File: config.mk
export PLATFORM = sky130hd
export DESIGN_NAME = facto_ctrl
export DESIGN_NICKNAME = d
export VERILOG_FILES = /design/src/rtl/facto_ctrl.sv
export SDC_FILE = /design/constraint.sdc
export NUM_CORES = 1
export LEC_CHECK = 0
export CORE_MARGIN = 3
export CORE_UTILIZATION = 32
export DETAILED_ROUTE_END_ITERATION = 7
export SYNTH_ARGS = -nofsm -noshare
export SYNTH_HDL_FRONTEND = slang
export SYNTH_SLANG_ARGS = --single-unit
File: constraint.sdc
create_clock -name clk -period 4.1 [get_ports clk]
set_clock_uncertainty 0.15 [all_clocks]
set_input_delay 0.82 -clock clk [delete_from_list [all_inputs] [get_ports clk]]
set_output_delay 0.82 -clock clk [all_outputs]
set_load 0.02 [all_outputs]
File: src/rtl/facto_ctrl.sv
// Sequencing controller for the factorial peripheral: computes N! by iterating an external W x W -> 2W multiplier.
// Optional overflow detection is enabled by defining FACTO_OVF_CHECK_EN.
module facto_ctrl #(
  parameter int unsigned W = 64
) (
  input  logic           clk,
  input  logic           reset_n,
  input  logic           start,
  input  logic           clear,
  input  logic           intr_en,
  input  logic [W-1:0]   operand,
  input  logic           mul_done,
  input  logic [2*W-1:0] mul_result,
  output logic           mul_start,
  output logic           mul_clear,
  output logic [W-1:0]   mul_a,
  output logic [W-1:0]   mul_b,
  output logic           busy,
  output logic           done,
  output logic           intr,
  output logic           ovf,
  output logic [W-1:0]   result_h,
  output logic [W-1:0]   result_l
);

  typedef enum logic [2:0] {
    IDLE,
    CHECK,
    MUL_REQ,
    MUL_WAIT,
    FIN
  } state_t;

  state_t         state;
  logic [W-1:0]   cnt;
  logic [2*W-1:0] product;
  logic           ovf_hit;

`ifdef FACTO_OVF_CHECK_EN
  // Any bit above W means the next multiply would feed a truncated multiplicand.
  assign ovf_hit = |product[2*W-1:W];
`else
  assign ovf_hit = 1'b0;
`endif

  assign result_h = product[2*W-1:W];
  assign result_l = product[W-1:0];
  assign intr     = done & intr_en;

  always_ff @(posedge clk) begin
    if (!reset_n) begin
      state     <= IDLE;
      cnt       <= '0;
      product   <= '0;
      mul_start <= 1'b0;
      mul_clear <= 1'b0;
      mul_a     <= '0;
      mul_b     <= '0;
      busy      <= 1'b0;
      done      <= 1'b0;
      ovf       <= 1'b0;
    end else begin
      mul_start <= 1'b0;
      mul_clear <= 1'b0;
      if (clear) begin
        // Clear outranks start and any mul_done landing in the same cycle.
        mul_clear <= (state == MUL_WAIT);
        state     <= IDLE;
        cnt       <= '0;
        product   <= '0;
        busy      <= 1'b0;
        done      <= 1'b0;
        ovf       <= 1'b0;
      end else begin
        case (state)
          IDLE: begin
            if (start && !done) begin
              cnt     <= operand;
              product <= {{(2*W-1){1'b0}}, 1'b1};
              ovf     <= 1'b0;
              busy    <= 1'b1;
              state   <= CHECK;
            end
          end
          CHECK: begin
            if (cnt <= W'(1)) begin
              busy  <= 1'b0;
              state <= FIN;
            end else if (ovf_hit) begin
              ovf   <= 1'b1;
              busy  <= 1'b0;
              state <= FIN;
            end else begin
              mul_start <= 1'b1;
              mul_a     <= product[W-1:0];
              mul_b     <= cnt;
              state     <= MUL_REQ;
            end
          end
          MUL_REQ: begin
            state <= MUL_WAIT;
          end
          MUL_WAIT: begin
            if (mul_done) begin
              product <= mul_result;
              cnt     <= cnt - W'(1);
              state   <= CHECK;
            end
          end
          FIN: begin
            done  <= 1'b1;
            state <= IDLE;
          end
          default: begin
            busy  <= 1'b0;
            state <= IDLE;
          end
        endcase
      end
    end
  end

endmodule

==> summary.md, run 1 <==
| Metric | Value |
|---|---|
| Most common cell after layout, fill and taps aside | `nand2_1` |
| Hold Vio Cnt, Final | `0` |
| Worst Hold End | `product[108]` |
| Fin crit share | `0.857` |
| CP endpoint kind | `flop` |
| Register-to-Register Path Depth | `7` |
| Max cap viols | `0` |
| CP Launch Type | `flop` |
| PostCTS Resize Cnt | `0` |
| # DRC | `0` |
| Top_reg_cell synth | `dfxtp_1` |
| CP required | `4410 ps` |
| Clock slew at the register clock pins of the worst setup and hold paths | `60 ps` |
| Sequential fraction of the synthesis area | `0.463` |
| #FFs+latches synth | `~330` |
| Worst Path Class, Setup | `reg2reg` |
| Area Overhead vs Synth | `44.3%` |
| Design area | `approximately 20,000 sq um` |
| Pre-antenna DRT Iters | `5` |
| DP HPWL | `~37,000 um` |
| H-tree lvl count | `2` |
| Number of synthesized flops with an enable pin | `0` |
| Maximum vdd drop | `about 0.00028 V` |
| Post-Place Cell Area | `19,200 sq um` |
| CTS tree | `yes` |
| Leakage | `approximately 6.6 nW` |
| Die H | `216 um` |
| Hold path cells | `2` |
| Placer Congestion | `about 0.88` |
| Share of cells above drive strength 1 | `0.0460` |
| I/O pin count | `460` |
| Final Critical Period | `between 3000 and 4000 ps` |
| Fraction of registers with async set/reset | `0` |
| Final WL | `~53,000 um` |
| Final Power | `7.43 mW` |
| Yosys warnings | `0` |
| Syn Nets | `around 2.0k` |
| Status | `finished, final reports clean` |
| Rel. slew slack | `0.342` |
| Core ar. | `between 40,000 and 50,000 sq um` |
| Reg2reg start | `cnt[20]` |
| Reg2reg setup slack | `between 500 and 600 ps` |
| # setup viols final | `0` |
| Via count | `roughly 14k` |
| PwrDens | `roughly 360 nW/um^2` |
| GRT overflow | `0` |
| CTS max path bufs | `3` |
| Worst Setup SP | `cnt[20]` |
| Final Max Tran Viols | `0` |
| Most frequent cells in the layout | `nand2_1, clkdlybuf4s50_1, dfxtp_1` |
| Syn avg cell area | `around 8 sq um` |
| Critical Path AT | `3820 ps` |
| Iter 0 DRT Violations | `981` |
| Die Area | `roughly 47,000 sq um` |
| Largest net degree at the start of global routing | `between 100 and 150` |
| RR Endpoint | `mul_a[38]` |
| Hold Crit Class | `reg2reg` |
| CTS root buf | `clkbuf_16` |
| Initial antenna violation count | `7` |
| PortBufs | `between 400 and 500` |
| Cell row count | `between 70 and 80` |
| Setup_tns | `0 ps` |
| Crit path max fanout | `95` |
| RSZ-0062 raised after global routing | `no` |
| Cts hold-fix bufs | `0` |
| Post-Synthesis Cells | `around 1.8k` |
| Setup repair bufs after CTS | `0` |
| Cell Area, Synth | `14,100 sq um` |
| Global-route wire length before repair | `roughly 82,000 um` |
| Post-DRT Antenna Nets | `0` |
| Via density | `slightly above 5` |
| Worst-Skew Late Latency | `550 ps` |
| Layout Nets | `2,354` |
| Clock buffer count from CTS | `40` |
| GRT Total Usage | `0.218` |
| Post-synth cell types | `64` |
| Hold Path Origin | `product[108]` |
| Vias in the first global route | `between 10k and 15k` |
| Average routed wire per standard cell | `roughly 19 um` |
| Initial core utilization | `0.326` |
| FMAX | `around 0.28 GHz` |
| Die X | `~220 um` |
| CTS Sinks | `between 300 and 400` |
| Least-Margin Pin Slew | `987 ps` |
[how the worst max path moves through the flow]
stage                      endpoint  slack, ps
after CTS                 mul_a[38]        670
final                     mul_a[38]        590
after floorplan             cnt[32]       1220
after detailed placement    cnt[47]        490
after global placement      cnt[47]        470
after global routing      mul_a[36]        530
[synthesized netlist by cell type (8+ instances only)]
master    count  area [sq um]
nand2_1     464          1740
nor2_1       76           285
o22ai_1      11          68.8
o211ai_1      8          60.1
a22oi_1      10          75.1
clkbuf_1    135           507
a21oi_1     162           811
nand4_1      14          87.6
nor4_1       23           144
o21ai_0      36           180
buf_2        12          60.1
mux2i_1     132          1320
nand3_1     160           801
nor3_1       37           185
a31oi_1      24           150
or4_1        21           158
dfxtp_1     327          6550
or3_1        16           100
[routing by layer]
layer  part of all wire  vias to the layer above  global-route usage
li1                   -                     6970                   -
met1               0.42                     6706               0.276
met2               0.47                      510               0.358
met3              0.076                       97              0.0537
met4              0.034                        4              0.0854
met5            0.00051                        -                   0
[stage by stage]
stage | util | worst slack (ps) | hold WS, ps | cells
final | 0.471 | 588 | 299 | 2766
after global routing | 0.471 | 529 | 321 | 2766
after CTS | 0.470 | 670 | 304 | 2761
after detailed placement | 0.443 | 490 | 294 | 2697
after global placement | 0.443 | 470 | 287 | 2697
after floorplan | - | 1220 | 292 | 1776
[sequential cells by signal, indices dropped and copies added (netlist names)]
name / count
mul_b: 64
mul_start: 1
mul_a: 64
busy: 1
mul_clear: 1
cnt: 64
done: 1
product: 128
state: 3
[area by class of cell]
class,count,area (sq um)
Fill cell,4283,22900
Multi-Input combinational cell,1293,7030
Sequential cell,327,6550
Timing Repair Buffer,487,4870
Clock buffer,58,1140
Tap cell,585,732
Clock inverter,6,66.3
Inverter,5,18.8
Antenna cell,5,12.5
[report_power, final]
part           total [mW]  internal [mW]  switching (mW)  leakage (nW)
Sequential           3.25           3.21          0.0462          2.64
Combinational       0.818          0.346           0.473          3.41
Clock                3.36           1.98            1.38         0.591
[kinds of logic (layout without fill, tap and decap cells)]
family / count (synthesis) / count (layout) / synth area share
DFF: 327 / 327 / 0.463
buffers and inverters: 156 / 556 / 0.0430
AOI/OAI and AO/OA: 306 / 306 / 0.129
muxes: 134 / 134 / 0.0950
other: 1 / 6 / 0.000265
and+or+nand+nor: 850 / 850 / 0.269
adders and majority gates: 2 / 2 / 0.00177
[worst max-delay path, stage by stage (launching register included)]
cell,delay (ps)
dfxtp_1,360
or4_1,650
or3_1,450
nor3_1,380
nand4_1,370
nor4b_2,310
buf_12,270
mux2i_1,310
Note: power is estimated with default switching activity, not from simulation.
==> inputs of run 2 (changes only) <==
--- a/config.mk
+++ b/config.mk
@@ -9,4 +9,5 @@
 export CORE_UTILIZATION = 32
 export DETAILED_ROUTE_END_ITERATION = 7
+export SKIP_LAST_GASP = 1
 export SYNTH_ARGS = -nofsm -noshare
 export SYNTH_HDL_FRONTEND = slang
==> constraint.sdc (replaced) <==
create_clock -name clk -period 4.1 [get_ports clk]
set_clock_uncertainty 0.15 [all_clocks]
set_input_delay 1.025 -clock clk [delete_from_list [all_inputs] [get_ports clk]]
set_output_delay 1.025 -clock clk [all_outputs]
set_load 0.02 [all_outputs]
==> run 2 against run 1 <==
Global-route usage decreased by 0.066 points. First-iteration DRC count up 0.92%. Critical path depth unchanged. Largest cell class unchanged.
==> summary.md, run 2 (synthesized netlist as in run 1, its figures left out) <==
| Metric | Value |
|---|---|
| PostCTS Resize Cnt | `0 (unchanged)` |
| Initial core utilization | `0.326 (unchanged)` |
| Switching part of the total | `0.252 (was 0.255)` |
| Final Max Tran Viols | `0 (unchanged)` |
| Net Sw Power | `1.92 mW (was 1.90 mW)` |
| Die H | `216 um (unchanged)` |
| Crit path max fanout | `61 (was 95)` |
| GRT Total Usage | `0.217 (was 0.218)` |
| Met1 wire length | `21,900 um (was 22,100 um)` |
| CTS root buf | `clkbuf_16 (unchanged)` |
| Share of cells above drive strength 1 | `0.0505 (was 0.0460)` |
| Critical Path, Cell by Cell | `or4_1 -> or3_1 -> nor3_1 -> nand4_1 -> nor4b_2 -> buf_4 -> and2_1 (was or4_1 -> or3_1 -> nor3_1 -> nand4_1 -> nor4b_2 -> buf_12 -> mux2i_1)` |
| Design area | `20,500 sq um (was 20,400 sq um)` |
| I/O pin count | `460 (unchanged)` |
| Setup repair bufs after CTS | `0 (unchanged)` |
| Setup WS post-layout | `584 ps (was 588 ps)` |
| Least-Margin Pin Slew | `1140 ps (was 987 ps)` |
| Most common cell after layout, fill and taps aside | `nand2_1 (unchanged)` |
| Rel. slew slack | `0.237 (was 0.342)` |
| Hold Vio Cnt, Final | `0 (unchanged)` |
| Largest register FFs | `128 (unchanged)` |
| Global-route wire length before repair | `81,300 um (was 82,100 um)` |
| Setup_tns | `0 ps (unchanged)` |
| Met2 WL | `25,300 um (was 25,000 um)` |
| Final Critical Period | `3520 ps (was 3510 ps)` |
| Area Overhead vs Synth | `45.2% (was 44.3%)` |
| Core ar. | `43,400 sq um (unchanged)` |
| Clock share of power | `0.464 (was 0.452)` |
| Leakage | `6.70 nW (was 6.64 nW)` |
| Hold Crit Class | `reg2reg (unchanged)` |
| Layout Nets | `2,351 (was 2,354)` |
| CP Launch Type | `flop (unchanged)` |
| DP HPWL | `36,500 um (was 36,600 um)` |
| Slowest stage delay, CP | `690 ps (was 650 ps)` |
| Maximum vdd drop | `0.000284 V (was 0.000282 V)` |
| Final Util | `0.474 (was 0.471)` |
| Flop pwr share | `0.427 (was 0.438)` |
| CP endpoint kind | `flop (unchanged)` |
| CTS tree | `yes (unchanged)` |
| Non-filler instance count after layout | `2,768 (was 2,766)` |
| Placer Congestion | `0.888 (was 0.879)` |
| CP required | `4390 ps (was 4410 ps)` |
| Post-Place Cell Area | `19,200 sq um (about the same)` |
| H-tree lvl count | `2 (unchanged)` |
| Via count | `14.3k (about the same)` |
| Reg2reg setup slack | `580 ps (was 590 ps)` |
| Largest net degree at the start of global routing | `185 (was 102)` |
| Final WL | `53,100 um (was 53,000 um)` |
| Post-DRT Antenna Nets | `0 (unchanged)` |
| CP max-delay cell | `or4_1 (unchanged)` |
| Die X | `216 um (unchanged)` |
| Critical Path AT | `3800 ps (was 3820 ps)` |
| Comb pwr share | `0.108 (was 0.110)` |
| Hold Path Origin | `product[101] (was product[108])` |
| Largest reg by FF count | `product (unchanged)` |
| Clock buffer count from CTS | `38 (was 40)` |
| Cell row count | `76 (unchanged)` |
| Filler Cells Inserted | `4,269 (was 4,283)` |
| DP Cell Count | `2,696 (was 2,697)` |
| Reg2reg start | `cnt[51] (was cnt[20])` |
| Crit path max-delay family | `simple AND/OR/NAND/NOR gates (unchanged)` |
| DR WL met3 | `4300 um (was 4010 um)` |
| Most frequent cells in the layout | `nand2_1, clkdlybuf4s50_1, dfxtp_1 (unchanged)` |
| Initial antenna violation count | `5 (was 7)` |
| CTS max path bufs | `3 (unchanged)` |
| Worst Path Class, Setup | `reg2reg (unchanged)` |
| # setup viols final | `0 (unchanged)` |
| Setup slack at placement | `404 ps (was 490 ps)` |
| RSZ-0062 raised after global routing | `no (unchanged)` |
| CTS Sinks | `327 (unchanged)` |
| Clock slew at the register clock pins of the worst setup and hold paths | `60 ps (about the same)` |
| # DRC | `0 (unchanged)` |
| Worst Setup SP | `cnt[51] (was cnt[20])` |
| Pre-antenna DRT Iters | `5 (unchanged)` |
| Top sig layer | `met5 (unchanged)` |
| Iter 0 DRT Violations | `990 (was 981)` |
| PortBufs | `458 (unchanged)` |
| PwrDens | `371 nW/um^2 (was 364 nW/um^2)` |
| Via density | `5.17 (about the same)` |
| Cts hold-fix bufs | `0 (unchanged)` |
| Average routed wire per standard cell | `19.2 um (was 19.1 um)` |
| Worst-Skew Late Latency | `550 ps (about the same)` |
| CP bufs+invs | `1 (unchanged)` |
| Die Area | `46,800 sq um (unchanged)` |
| Max cap viols | `0 (unchanged)` |
| Vias in the first global route | `13.7k (was 13.9k)` |
| P_int | `5.69 mW (was 5.53 mW)` |
| GRT overflow | `0 (unchanged)` |
| Status | `finished, final reports clean (unchanged)` |
| FMAX | `0.284 GHz (was 0.285 GHz)` |
| Fin crit share | `0.857 (about the same)` |
-- run 2: cell types whose count changed in the layout (fill, tap and decap cells not counted), sizes merged --
cell	before	now
buf	29	28
bufinv	1	3
clkbuf	59	57
clkinv	2	7
clkinvlp	0	2
diode	5	3
inv	8	6
-- run 2: area by class of cell --
class / instances / area (sq um) / area share
multi-input cells: 1293 / 7030 / 0.342
flip-flops and latches: 327 / 6550 / 0.319
repair buffers: 486 / 4910 / 0.239
clock buffers: 56 / 1150 / 0.0560
well taps: 585 / 732 / 0.0356
clock inverters: 13 / 149 / 0.00725
inverters: 5 / 18.8 / 0.000914
diodes: 3 / 7.51 / 0.000365
-- run 2: path summary, 6_finish.rpt --
kind,endpoint,cells past startpoint
setup / recovery,mul_start,7
hold / removal,product[101],2
setup reg to reg,mul_start,7
hold reg to reg,product[101],2
-- run 2: routing by layer --
| layer | vias to the layer above | global-route usage |
|---|---|---|
| met4 | 2 | 0.0764 |
| met3 | 94 | 0.0610 |
| li1 | 6948 | - |
| met5 | - | 0 |
| met2 | 490 | 0.361 |
| met1 | 6787 | 0.271 |
-- run 2: worst register-to-register path, stage by stage (launching register included) --
cell and delay [ps]:
dfxtp_1 390, or4_1 690, or3_1 440, nor3_1 230
nand4_1 340, nor4b_2 310, buf_4 430, and2_1 430
-- run 2: power by group through the flow --
stage | logic (mW) | registers (mW) | clock network, mW
2_1_floorplan | 0.430 | 3.31 | 0
4_1_cts | 0.824 | 3.25 | 3.63
3_3_place_gp | 0.816 | 3.32 | 0
6_report | 0.825 | 3.25 | 3.53
5_1_grt | 0.895 | 3.26 | 3.76
3_5_place_dp | 0.821 | 3.32 | 0
-- run 2: per-stage QoR --
step                total power, mW  hold slack [ps]
floorplan                      3.74              292
global placement               4.14              287
detailed placement             4.14              295
CTS                            7.71              302
global route                   7.91              315
finish                         7.61              298
==> inputs of run 3 (changes only) <==
Settings changed: CORE_ASPECT_RATIO set to 1.25.
Clock period 4.1 ns to 3.5 ns, I/O delays scaled along.
==> run 3 against run 2 <==
Die area about the same. Via count increased by 0.99%. Largest power group unchanged. Sequential cell count unchanged. Count of clock-buffer cells in the layout increased by 1.
==> summary.md, run 3 (synthesized netlist as in run 1, its figures left out) <==
| Metric | Value |
|---|---|
| Share of cells above drive strength 1 | `0.0617 (was 0.0505)` |
| GRT overflow | `0 (unchanged)` |
| Fin crit share | `0.874 (was 0.857)` |
| Setup WS post-layout | `442 ps (was 584 ps)` |
| Worst Path Class, Setup | `reg2reg (unchanged)` |
| Largest reg by FF count | `product (unchanged)` |
| Iter 0 DRT Violations | `1,073 (was 990)` |
| Initial antenna violation count | `2 (was 5)` |
| Core ar. | `43,400 sq um (about the same)` |
| Hold path cells | `2 (unchanged)` |
| Layout Nets | `2,377 (was 2,351)` |
| Largest register FFs | `128 (unchanged)` |
| Via count | `14.5k (was 14.3k)` |
| Area Overhead vs Synth | `47.2% (was 45.2%)` |
| Final Util | `0.480 (was 0.474)` |
| Die H | `241 um (was 216 um)` |
| H-tree lvl count | `2 (unchanged)` |
| Leakage | `6.88 nW (was 6.70 nW)` |
| Via density | `5.22 (was 5.17)` |
| Post-DRT Antenna Nets | `0 (unchanged)` |
| DP HPWL | `38,100 um (was 36,500 um)` |
| Clock slew at the register clock pins of the worst setup and hold paths | `60 ps (about the same)` |
| I/O pin count | `460 (unchanged)` |
| Max cap viols | `0 (unchanged)` |
| CTS tree | `yes (unchanged)` |
| Flop pwr share | `0.425 (was 0.427)` |
| Final Power | `8.97 mW (was 7.61 mW)` |
| Hold Path Origin | `product[118] (was product[101])` |
| Hold Vio Cnt, Final | `0 (unchanged)` |
| Status | `finished, final reports clean (unchanged)` |
| Maximum vdd drop | `0.000301 V (was 0.000284 V)` |
| Largest net degree at the start of global routing | `164 (was 185)` |
| Reg2reg start | `cnt[20] (was cnt[51])` |
| Die X | `194 um (was 216 um)` |
| Hold Crit Class | `reg2reg (unchanged)` |
| Least-Margin Pin Slew | `946 ps (was 1140 ps)` |
| Initial core utilization | `0.326 (about the same)` |
| PwrDens | `431 nW/um^2 (was 371 nW/um^2)` |
| Pre-antenna DRT Iters | `5 (unchanged)` |
| Most frequent cells in the layout | `nand2_1, clkdlybuf4s50_1, dfxtp_1 (unchanged)` |
| CTS Sinks | `327 (unchanged)` |
| Rel. slew slack | `0.368 (was 0.237)` |
| Non-filler instance count after layout | `2,773 (was 2,768)` |
| PostCTS Resize Cnt | `0 (unchanged)` |
| DP Cell Count | `2,703 (was 2,696)` |
| Final Max Tran Viols | `0 (unchanged)` |
| CP endpoint kind | `flop (unchanged)` |
| RSZ-0062 raised after global routing | `no (unchanged)` |
| Vias in the first global route | `13.8k (was 13.7k)` |
| PortBufs | `458 (unchanged)` |
| Final Critical Period | `3060 ps (was 3520 ps)` |
| Reg2reg setup slack | `440 ps (was 580 ps)` |
| Cell row count | `85 (was 76)` |
| RR Endpoint | `cnt[62] (was mul_start)` |
| Average routed wire per standard cell | `19.3 um (was 19.2 um)` |
| CTS max path bufs | `3 (unchanged)` |
| Clock buffer count from CTS | `37 (was 38)` |
| Comb pwr share | `0.115 (was 0.108)` |
| GRT Total Usage | `0.213 (was 0.217)` |
| Die Area | `46,800 sq um (about the same)` |
| # setup viols final | `0 (unchanged)` |
| FF+latch area | `6550 sq um (unchanged)` |
| Worst Hold End | `product[118] (was product[101])` |
| Most common cell after layout, fill and taps aside | `nand2_1 (unchanged)` |
| Crit path max fanout | `7 (was 61)` |
| Final WL | `53,500 um (was 53,100 um)` |
| Area of the multi-input gates | `7030 sq um (unchanged)` |
| Register-to-Register Path Depth | `6 (was 7)` |
| Critical Path AT | `3320 ps (was 3800 ps)` |
| Setup slack at placement | `127 ps (was 404 ps)` |
| Setup_tns | `0 ps (unchanged)` |
| CP required | `3760 ps (was 4390 ps)` |
| # DRC | `0 (unchanged)` |
| Worst-Skew Late Latency | `530 ps (was 550 ps)` |
| CTS root buf | `clkbuf_16 (unchanged)` |
| Setup repair bufs after CTS | `0 (unchanged)` |
| Clock share of power | `0.460 (was 0.464)` |
| Switching part of the total | `0.250 (was 0.252)` |
| Net Sw Power | `2.24 mW (was 1.92 mW)` |
| Cts hold-fix bufs | `0 (unchanged)` |
| P_int | `6.73 mW (was 5.69 mW)` |
| Global-route wire length before repair | `80,800 um (was 81,300 um)` |
| Filler Cells Inserted | `4,172 (was 4,269)` |
| FMAX | `0.327 GHz (was 0.284 GHz)` |
| CP Launch Type | `flop (unchanged)` |
| Placer Congestion | `0.882 (was 0.888)` |
-- run 3: layer usage --
metal | global-route usage | part of all wire | wire length (um)
met1 | 0.267 | 0.41 | 21800
met2 | 0.354 | 0.48 | 25600
met3 | 0.0528 | 0.078 | 4150
met4 | 0.0860 | 0.038 | 2010
met5 | 0 | 0 | 0
-- run 3: worst max-delay path by stage --
stage	start	endpoint	slack (ps)	cells after the start
floorplan	start	cnt[32]	570	7
global placement	start	cnt[58]	80	8
detailed placement	start	cnt[58]	130	8
CTS	cnt[0]	mul_a[13]	390	8
global route	cnt[0]	cnt[36]	160	10
finish	cnt[20]	cnt[62]	440	6
-- run 3: power by group through the flow --
stage                     Sequential (mW)  Combinational (mW)  Clock [mW]
after floorplan                      3.88               0.503           0
after global placement               3.89                1.01           0
after detailed placement             3.89                1.02           0
after CTS                            3.81                1.02        4.21
after global routing                 3.81                1.11        4.36
final                                3.81                1.03        4.13
-- run 3: critical path: stages (launching register included) --
cell and delay [ps]:
dfxtp_1 360, or4_1 670, or3_1 460, or4_1 660, nor3_1 350, nor2_1 70, a211o_1 220
-- run 3: layout make-up --
type / instances / share of cell area
Antenna cell: 2 / 0.000240
Multi-Input combinational cell: 1293 / 0.338
Inverter: 5 / 0.000901
Tap cell: 565 / 0.0340
Clock buffer: 57 / 0.0559
Timing Repair Buffer: 513 / 0.250
Sequential cell: 327 / 0.314
Clock inverter: 11 / 0.00661
-- run 3: stage by stage --
stage / hold WS [ps] / area [sq um]
2_1_floorplan: 292 / 14100
3_3_place_gp: 287 / 19500
3_5_place_dp: 295 / 19500
4_1_cts: 303 / 20800
5_1_grt: 315 / 20800
6_report: 300 / 20800
